## src/rtl/cpu_mem_pkg.sv

```systemverilog
// Shared types and defaults for the memory-port arbiter slice.
package cpu_mem_pkg;

  // Owner tag stored per in-flight read so the response can be routed back.
  typedef enum logic {
    OWN_I = 1'b0,
    OWN_D = 1'b1
  } owner_e;

  localparam int OUTSTANDING_DEF = 4;
  localparam int MAX_WAIT_DEF    = 3;

endpackage

```

## src/rtl/owner_fifo.sv

```systemverilog
// Small tag FIFO: remembers which requester issued each outstanding read.
// Depth must be a power of two so the pointers wrap naturally.
module owner_fifo #(
  parameter  int DEPTH = 4,
  parameter  int W     = 1,
  localparam int AW    = (DEPTH > 1) ? $clog2(DEPTH) : 1,
  localparam int CW    = $clog2(DEPTH) + 1
) (
  input  logic          clk,
  input  logic          rst,
  input  logic          push,
  input  logic [W-1:0]  din,
  input  logic          pop,
  output logic [W-1:0]  dout,
  output logic          full,
  output logic          empty,
  output logic [CW-1:0] count
);

  logic [DEPTH-1:0][W-1:0] r_mem;
  logic [AW-1:0]           r_wptr;
  logic [AW-1:0]           r_rptr;
  logic [CW-1:0]           r_cnt;
  logic                    w_push;
  logic                    w_pop;

  // A pop frees a slot in the same cycle, so a push at full is legal then.
  assign w_pop  = pop & ~empty;
  assign w_push = push & (~full | w_pop);

  assign empty = (r_cnt == '0);
  assign full  = (r_cnt == CW'(DEPTH));
  assign dout  = r_mem[r_rptr];
  assign count = r_cnt;

  // Tag storage; contents are only observed when count says they are valid.
  always_ff @(posedge clk) begin
    if (w_push) r_mem[r_wptr] <= din;
  end

  // Pointers and occupancy; simultaneous push/pop leaves the count unchanged.
  always_ff @(posedge clk) begin
    if (rst) begin
      r_wptr <= '0;
      r_rptr <= '0;
      r_cnt  <= '0;
    end else begin
      if (w_push) r_wptr <= r_wptr + AW'(1);
      if (w_pop)  r_rptr <= r_rptr + AW'(1);
      case ({w_push, w_pop})
        2'b10:   r_cnt <= r_cnt + CW'(1);
        2'b01:   r_cnt <= r_cnt - CW'(1);
        default: r_cnt <= r_cnt;
      endcase
    end
  end

endmodule

```

## src/rtl/mem_port_arbiter.sv

```systemverilog
// Shares one memory port between instruction fetch and data access.
// Data wins by default; a saturating wait counter forces a fetch grant after
// MAX_WAIT consecutive lost cycles. In-order read responses are routed back
// using a tag FIFO of owners.
module mem_port_arbiter
  import cpu_mem_pkg::*;
#(
  parameter  int OUTSTANDING = OUTSTANDING_DEF,
  parameter  int MAX_WAIT    = MAX_WAIT_DEF,
  localparam int CW          = $clog2(OUTSTANDING) + 1
) (
  input  logic          clk,
  input  logic          rst,
  // fetch requester
  input  logic          i_req,
  input  logic [31:0]   i_addr,
  output logic          i_gnt,
  output logic          i_rvalid,
  output logic [31:0]   i_rdata,
  // data requester
  input  logic          d_req,
  input  logic          d_we,
  input  logic [31:0]   d_addr,
  input  logic [31:0]   d_wdata,
  output logic          d_gnt,
  output logic          d_rvalid,
  output logic [31:0]   d_rdata,
  // memory side
  output logic          m_req,
  output logic          m_we,
  output logic [31:0]   m_addr,
  output logic [31:0]   m_wdata,
  input  logic          m_ready,
  input  logic          m_rvalid,
  input  logic [31:0]   m_rdata,
  // status
  output logic          err,
  output logic [CW-1:0] inflight
);

  localparam logic [3:0] WAIT_MAX = 4'(MAX_WAIT);

  logic [3:0] r_wait;
  logic       r_err;

  logic       w_full;
  logic       w_empty;
  logic       w_head;
  logic       w_pop;
  logic       w_push;
  owner_e     w_push_own;
  logic       w_rd_ok;
  logic       w_i_elig;
  logic       w_d_elig;
  logic       w_i_win;
  logic       w_d_win;

  // A response pops only if a tag exists; a stray one is flagged instead.
  assign w_pop = m_rvalid & ~w_empty & ~rst;

  // Reads need a free tag slot, counting the one freed by this cycle's pop.
  assign w_rd_ok  = ~w_full | w_pop;
  assign w_i_elig = i_req & w_rd_ok;
  assign w_d_elig = d_req & (d_we | w_rd_ok);

  // Fetch takes over once it has waited long enough, or when data is idle.
  assign w_i_win = ~rst & w_i_elig & ((r_wait == WAIT_MAX) | ~w_d_elig);
  assign w_d_win = ~rst & w_d_elig & ~w_i_win;

  assign m_req   = w_i_win | w_d_win;
  assign m_we    = w_d_win & d_we;
  assign m_addr  = w_i_win ? i_addr : d_addr;
  assign m_wdata = w_d_win ? d_wdata : 32'h0;

  assign i_gnt = w_i_win & m_ready;
  assign d_gnt = w_d_win & m_ready;

  // Only reads leave a tag behind; stores complete on grant.
  assign w_push     = i_gnt | (d_gnt & ~d_we);
  assign w_push_own = i_gnt ? OWN_I : OWN_D;

  owner_fifo #(
    .DEPTH (OUTSTANDING),
    .W     (1)
  ) u_tags (
    .clk   (clk),
    .rst   (rst),
    .push  (w_push),
    .din   (w_push_own),
    .pop   (w_pop),
    .dout  (w_head),
    .full  (w_full),
    .empty (w_empty),
    .count (inflight)
  );

  assign i_rvalid = w_pop & (owner_e'(w_head) == OWN_I);
  assign d_rvalid = w_pop & (owner_e'(w_head) == OWN_D);
  assign i_rdata  = m_rdata;
  assign d_rdata  = m_rdata;
  assign err      = r_err;

  // Count consecutive cycles fetch is left waiting, including memory stalls.
  always_ff @(posedge clk) begin
    if (rst)                 r_wait <= '0;
    else if (!i_req || i_gnt) r_wait <= '0;
    else if (r_wait != WAIT_MAX) r_wait <= r_wait + 4'd1;
  end

  // Sticky flag for a response that no outstanding read accounts for.
  always_ff @(posedge clk) begin
    if (rst)                      r_err <= 1'b0;
    else if (m_rvalid && w_empty) r_err <= 1'b1;
  end

endmodule

```

## config.mk

```make
export PLATFORM = sky130hd
export DESIGN_NAME = mem_port_arbiter
export DESIGN_NICKNAME = d
export VERILOG_FILES = /design/src/rtl/cpu_mem_pkg.sv /design/src/rtl/owner_fifo.sv /design/src/rtl/mem_port_arbiter.sv
export SDC_FILE = /design/constraint.sdc
export NUM_CORES = 1
export LEC_CHECK = 0
export ABC_AREA = 1
export BUFFER_PORTS_ARGS = -buffer_cell sky130_fd_sc_hd__buf_2
export CAP_MARGIN = 20
export CORE_AREA = 3 3 104 106
export CTS_BUF_LIST = sky130_fd_sc_hd__clkbuf_4 sky130_fd_sc_hd__clkbuf_8
export DETAILED_ROUTE_END_ITERATION = 16
export DIE_AREA = 0 0 107 109
export HOLD_SLACK_MARGIN = 0.03
export SYNTH_ARGS = -nofsm -noshare
export SYNTH_HDL_FRONTEND = slang
export SYNTH_SLANG_ARGS = --single-unit
```

## constraint.sdc

```tcl
create_clock -name clk -period 4.97 [get_ports clk]
set_input_delay 0.2485 -clock clk [delete_from_list [all_inputs] [get_ports clk]]
set_output_delay 0.2485 -clock clk [all_outputs]
set_load 0.005 [all_outputs]
```

==> results by group, run 1 <==
Floorplanning
  – Initial core utilization: 0.2083
  – Area of the die: ~0.012 sq mm
  – Count of standard-cell rows: 36
  – Die H: around 110 um
  – Number of top-level pins: 273
  – Die X-Extent: roughly 110 um
  – Core region area: around 0.01 sq mm

Clocking
  – Number of levels in the clock H-tree: 1
  – Post-CTS setup-driven buffer insertion count: 0
  – Number of clock sinks seen by CTS: 16
  – Clock tree from TritonCTS: done
  – Clock-pin transition on the worst setup and hold timing paths: roughly 0.070 ns
  – Number of hold-repair buffers added at the cts stage: 0
  – Clock insertion delay at the later pin of the skew report: 0.25 ns
  – CTS root buffer: clkbuf_8
  – Total CTS buffers: 3
  – Number of gates resized after cts: 0
  – Maximum clock insertion buffer count: 2

Placement
  – Detailed Place HPWL: just under 6 mm
  – Placer congestion estimate: between 0.8 and 0.9
  – # placed instances: between 500 and 600
  – Number of buffers added on ports: 176

Critical path
  – Sequence of cells on the critical path: ha_1, nand2_1, nand3_1, nand2_4, inv_4, nand2_8, nand2_1, inv_2, ha_1, inv_1, fa_1, a21oi_1, o21ai_0, o21ai_0, a21oi_1
  – Slowest stage delay, CP: around 0.37 ns
  – Critical path data required time: around 5.1 ns
  – Slowest cell on the critical path: fa_1
  – Maximum fanout along the worst path: 36
  – Endpoint type of the worst setup path: register
  – Family with the most delay on the worst path: simple AND/OR/NAND/NOR gates
  – Worst path bufs/invs: 3
  – CP Class: register to register
  – Startpoint kind of the worst setup timing path: register
  – Critical Path AT: between 3 and 4 ns

Routing
  – Number of remaining DRC errors: 0
  – Vias after detailed routing: roughly 2300
  – Drt pass-1 iters: 4
  – Post-DR vias/cell: between 3 and 4
  – WL final: between 6 and 7 mm
  – Initial DRC count: roughly 110
  – Remaining number of nets flagged by the antenna check after routing: 0
  – Wire length per cell after detailed routing: about 12 um

STA
  – Share of the cycle needed by the critical path after routing: 0.6045
  – Minimum clock period after layout: about 3 ns
  – Setup Total Neg Slack: 0 ns
  – Max_slew headroom: 0.6216
  – Final hold vios: 0
  – Worst-case clock skew: 0.006991 ns
  – Unrepaired setup endpoints after global routing: false
  – Maximum clock frequency: ~330 MHz
  – Max-slew violation count: 0
  – Final setup vio count: 0
  – Transition at the pin with the smallest max-transition slack: 0.5656 ns
  – Worst slack on hold paths: approximately 0.21 ns

Cells and area
  – Proportion of layout cells with a drive suffix above 1: 0.4327
  – Post-layout net count: about 600
  – Antenna cells: 0
  – Growth of design area from synthesis to finish: 27.41%
  – Number of non-filler instances in the completed layout: 586

Yosys
  – Ys async rst share: 0
  – Cell with the most instances after synthesis: nand2_1
  – Cell type with the highest aggregate area in the netlist: buf_4
  – Yosys warns: 0
  – Post-synthesis instance total: 346
  – Cell types occupying the most area after synthesis: buf_4 (24%), nand2_1 (20%), dfxtp_1 (12%)
  – Total nets after synthesis: a little under 500
  – Post-synthesis sequential element count: 16
  – Top_reg_cell synth: dfxtp_1
  – Sequential area share after synthesis: 0.1754
  – Count of flip-flops with a built-in enable after synthesis: 4
  – Synth Area per Inst: 5.938 sq um
  – Cell types with the highest counts after synthesis: nand2_1 (108), buf_4 (67), inv_1 (52)
  – Cell Area, Synth: between 0.002 and 0.0025 sq mm
  – Area fraction of the dominant cell type after synthesis: 0.2448
  – Count of distinct cell types in the synthesized netlist: 24

Pwr
  – PD cells: around 150 mW/mm^2
  – Lkg Pwr: roughly 1.7 nW
  – Post-layout power: between 0.4 and 0.5 mW
  – Worst IR drop on VDD: roughly 0.000067 V

Global routing
  – Pin count of the biggest net entering global routing: 37
  – Number of antenna violations at the first check in global routing: 0
  – Number of global-route vias before repair: 2127
  – First-pass GRT wire length: 9.722 mm
  – Tot GR Track Use: 0.1029
  – Total grt overflow: 0

Hold path
  – Type of the most critical hold path: primary input to register

Status
  – Result of the run: complete, no violations

Run
  – Max-capacitance violation count: 0
[flip-flops by register name (all words and copies together), names as in the netlist]
name	flops
u_tags.r_rptr	2
u_tags.count	3
u_tags.r_wptr	2
r_wait	4
err	1
u_tags.r_mem	4
[logic make-up after synthesis]
family                   synth area share
buffers and inverters              0.3630
AO/OA/AOI/OAI                     0.04324
flip-flops                         0.1754
adder cells (fa/ha/maj)           0.04628
XOR/XNOR                          0.01279
AND/OR/NAND/NOR                    0.3593
[worst register-to-register path, delay by kind of cell (launching register included)]
kind | cells | cell delay (ns)
simple gates | 5 | 0.88
fa+ha+maj | 3 | 0.76
compound gates | 4 | 0.48
buf+inv | 3 | 0.43
flops | 1 | 0.33
[power breakdown]
part	total, mW	switching (mW)	internal [mW]
clock	0.107	0.0445	0.0622
sequential	0.142	0.00366	0.138
combinational	0.155	0.0806	0.0740
total	0.403	0.129	0.275
[area by class of cell]
| class | instances | area, sq um |
|---|---|---|
| Timing Repair Buffer | 176 | 880.8 |
| Fill cell | 1110 | 7247 |
| Inverter | 56 | 212.7 |
| Clock buffer | 4 | 48.80 |
| Sequential cell | 16 | 360.3 |
| Tap cell | 133 | 166.4 |
| Multi-Input combinational cell | 201 | 948.4 |
[layout by cell type, fill, tap and decap left out, types with 2 or more instances in the layout]
| cell | instances |
|---|---|
| o21ai_0 | 7 |
| nand2_1 | 108 |
| inv_1 | 52 |
| clkbuf_8 | 3 |
| nor2_1 | 47 |
| xor2_1 | 2 |
| inv_2 | 3 |
| buf_2 | 176 |
| dfxtp_1 | 12 |
| edfxtp_1 | 4 |
| nor2_2 | 4 |
| ha_1 | 6 |
| nand3_1 | 7 |
| a21oi_1 | 9 |
| nand4_2 | 2 |
| nand2_4 | 2 |
[stage by stage]
step	cell area, sq um	setup slack, ns	util
CTS	2618	1.937	0.2653
global route	2618	1.663	0.2653
finish	2618	1.966	0.2653
global placement	2569	2.065	0.2604
detailed placement	2569	1.954	0.2604
floorplan	2054	2.655	-
[routing by layer]
layer	share of wire	track usage
met4	0.031	0.04840
met5	0	0
met3	0.12	0.04263
met1	0.38	0.1148
met2	0.47	0.1709
[path summary, 6_finish.rpt]
path,from,endpoint,slack (ns),depth (start not counted)
min,rst,u_tags.count[1],0.21,2
max,r_wait[0],u_tags.count[2],1.97,15
max reg2reg,r_wait[0],u_tags.count[2],1.97,15
min reg2reg,err,err,0.47,2
Power figures use the tool's default switching activity.
==> run 2: changes to the inputs <==
--- a/config.mk
+++ b/config.mk
@@ -8,10 +8,10 @@
 export ABC_AREA = 1
 export BUFFER_PORTS_ARGS = -buffer_cell sky130_fd_sc_hd__buf_2
 export CAP_MARGIN = 20
-export CORE_AREA = 3 3 104 106
+export CORE_AREA = 3 3 105 107
 export CTS_BUF_LIST = sky130_fd_sc_hd__clkbuf_4 sky130_fd_sc_hd__clkbuf_8
 export DETAILED_ROUTE_END_ITERATION = 16
-export DIE_AREA = 0 0 107 109
+export DIE_AREA = 0 0 108 110
 export HOLD_SLACK_MARGIN = 0.03
 export SYNTH_ARGS = -nofsm -noshare
 export SYNTH_HDL_FRONTEND = slang
==> constraint.sdc (replaced) <==
create_clock -name clk -period 2.4 [get_ports clk]
set_input_delay 0.12 -clock clk [delete_from_list [all_inputs] [get_ports clk]]
set_output_delay 0.12 -clock clk [all_outputs]
set_load 0.005 [all_outputs]
==> run 2 against run 1 <==
  * Critical path depth stayed put
  * Cell area is 2.7% higher
  * Sequential power grew 110%
  * Flip-flop and latch count stayed put
  * Sequential share of layout area is 0.36 points lower
  * Die area up 1.9%
  * Power is 100% higher
  * Worst setup slack lost 1.8 ns
  * Maximum frequency up 38%
  * Clock skew down 0.0039 ns
  * Critical path type unchanged
  * Highest routed layer unchanged
==> results by group, run 2 (synthesis gave the netlist of run 1 again) <==
Critical path
  – Endpoint type of the worst setup path: register (unchanged)
  – Critical path data required time: 2.53 ns (was 5.10 ns)
  – CP Class: register to register (unchanged)
  – CP Launch Point: r_wait[0] (unchanged)
  – Worst Setup EP: u_tags.count[2] (unchanged)
  – Terminus of the critical flop-to-flop path: u_tags.count[2] (unchanged)
  – Startpoint of the most critical register-to-register path: r_wait[0] (unchanged)
  – Worst reg2reg path depth: 15 (unchanged)
  – Startpoint kind of the worst setup timing path: register (unchanged)
  – Critical Path AT: 2.32 ns (was 3.13 ns)
  – Maximum fanout along the worst path: 11 (was 36)
  – R2R setup slack: 0.22 ns (was 1.97 ns)

Floorplanning
  – Area of the die: 0.01188 sq mm (was 0.01166 sq mm)
  – Count of standard-cell rows: 37 (was 36)
  – Core region area: 0.01023 sq mm (was 0.009864 sq mm)
  – Number of top-level pins: 273 (unchanged)
  – Die H: 110 um (was 109 um)
  – Die X-Extent: 108 um (was 107 um)
  – Initial core utilization: 0.2008 (was 0.2083)

Global routing
  – Number of global-route vias before repair: 1771 (was 2127)
  – Number of antenna violations at the first check in global routing: 0 (unchanged)
  – Total grt overflow: 0 (unchanged)
  – Pin count of the biggest net entering global routing: 35 (was 37)
  – Tot GR Track Use: 0.08733 (was 0.1029)
  – First-pass GRT wire length: 8.355 mm (was 9.722 mm)

STA
  – Worst slack on hold paths: 0.1036 ns (was 0.2096 ns)
  – Setup Total Neg Slack: 0 ns (unchanged)
  – Transition at the pin with the smallest max-transition slack: 0.3619 ns (was 0.5656 ns)
  – Worst-case clock skew: 0.003098 ns (was 0.006991 ns)
  – Max_slew headroom: 0.7587 (was 0.6216)
  – Minimum clock period after layout: 2.184 ns (was 3.004 ns)
  – Unrepaired setup endpoints after global routing: false (unchanged)
  – Final hold vios: 0 (unchanged)
  – Final setup vio count: 0 (unchanged)
  – Max-slew violation count: 0 (unchanged)
  – Maximum clock frequency: 457.8 MHz (was 332.9 MHz)
  – Share of the cycle needed by the critical path after routing: 0.9102 (was 0.6045)

Placement
  – Cell area after placement: 0.002625 sq mm (was 0.002569 sq mm)
  – Placer congestion estimate: 0.7255 (was 0.8149)
  – Detailed Place HPWL: 5.481 mm (was 5.763 mm)
  – Number of buffers added on ports: 176 (unchanged)

Clocking
  – Number of levels in the clock H-tree: 1 (unchanged)
  – Total CTS buffers: 3 (unchanged)
  – Clock tree from TritonCTS: done (unchanged)
  – Maximum clock insertion buffer count: 2 (unchanged)
  – Number of clock sinks seen by CTS: 16 (unchanged)
  – Clock-pin transition on the worst setup and hold timing paths: 0.06 ns (was 0.07 ns)
  – Clock insertion delay at the later pin of the skew report: 0.25 ns (about the same)
  – Number of hold-repair buffers added at the cts stage: 0 (unchanged)
  – CTS root buffer: clkbuf_8 (unchanged)

Cells and area
  – Growth of design area from synthesis to finish: 30.82% (was 27.41%)
  – Area occupied by multi-input gates: 958.4 sq um (was 948.4 sq um)
  – Highest-count cells in the layout ignoring fill and taps: buf_2 (176), nand2_1 (107), inv_1 (52) (was buf_2 (176), nand2_1 (108), inv_1 (52))
  – Final Instance Area: 0.002688 sq mm (was 0.002618 sq mm)
  – Antenna cells: 0 (unchanged)
  – Seq. cell area: 360.3 sq um (unchanged)
  – Commonest non-fill, non-tap cell in the layout: buf_2 (unchanged)
  – Post-layout net count: 604 (was 596)
  – Fill count: 1195 (was 1110)
  – Proportion of layout cells with a drive suffix above 1: 0.4490 (was 0.4327)

Run
  – Max-capacitance violation count: 0 (unchanged)

Routing
  – Vias after detailed routing: 2227 (was 2315)
  – Remaining number of nets flagged by the antenna check after routing: 0 (unchanged)
  – Number of remaining DRC errors: 0 (unchanged)
  – Initial DRC count: 102 (was 112)
  – Wire length per cell after detailed routing: 10.86 um (was 11.55 um)
  – Post-DR vias/cell: 3.730 (was 3.951)
  – WL final: 6.482 mm (was 6.771 mm)
  – Drt pass-1 iters: 4 (unchanged)

Pwr
  – Post-layout power: 0.8220 mW (was 0.4033 mW)
  – Lkg Pwr: 1.753 nW (was 1.720 nW)
  – PD cells: 305.9 mW/mm^2 (was 154.1 mW/mm^2)
  – Worst IR drop on VDD: 0.0001396 V (was 0.00006660 V)

Hold path
  – Type of the most critical hold path: primary input to register (unchanged)

Status
  – Result of the run: complete, no violations (unchanged)
==> run 2: worst min-delay path by stage <==
stage          slack (ns)              end  cells after the start        start
2_1_floorplan        0.19  u_tags.count[1]                      1          rst
3_3_place_gp         0.24      d_rdata[25]                      0  m_rdata[25]
3_5_place_dp         0.24      d_rdata[25]                      0  m_rdata[25]
4_1_cts              0.09  u_tags.count[1]                      2          rst
5_1_grt              0.11  u_tags.count[1]                      2          rst
6_report             0.10  u_tags.count[1]                      2          rst
==> run 2: cell type report <==
class,count,area share
sequential,16,0.1341
clock buffer,3,0.01536
multi-input combinational,201,0.3566
inverter,56,0.07914
clock inverter,1,0.001397
timing repair buffer,184,0.3501
tap,136,0.06331
==> run 2: power breakdown <==
part / switching (mW) / internal (mW)
Combinational: 0.164 / 0.161
Clock: 0.0895 / 0.113
Sequential: 0.00797 / 0.287
Total: 0.261 / 0.561
==> run 2: repair_timing <==
| action | CTS | global route |
|---|---|---|
| gates resized for setup | 0 | 6 |
| buffers inserted | 0 | 1 |
| setup endpoints to repair | 0 | 1 |
| hold endpoints to repair | 0 | 0 |
==> run 2: stage by stage <==
| step | setup slack, ns | utilization | std cells |
|---|---|---|---|
| floorplan | 0.08472 | - | 346 |
| global placement | 0.08722 | 0.2566 | 592 |
| detailed placement | 0.05339 | 0.2566 | 592 |
| CTS | 0.05341 | 0.2610 | 596 |
| global route | 0.02729 | 0.2627 | 597 |
| finish | 0.2155 | 0.2627 | 597 |
==> run 2: layer usage <==
metal	share of wire	global-route usage	vias up
li1	-	-	1181
met1	0.37	0.09795	875
met2	0.50	0.1656	160
met3	0.13	0.02038	11
met4	0.011	0.02254	0
met5	0	0	-
==> run 2: worst max-delay path, stage by stage, from the launching register on <==
cell and delay (ns):
dfxtp_1 0.34, ha_2 0.21, nand2_2 0.10, nand3_1 0.13, nand2_4 0.12, inv_4 0.05
nand2_8 0.08, nand2_1 0.07, inv_2 0.05, ha_1 0.13, inv_1 0.07, fa_2 0.34
a21oi_1 0.14, o21ai_1 0.09, o21ai_1 0.12, a21oi_1 0.05
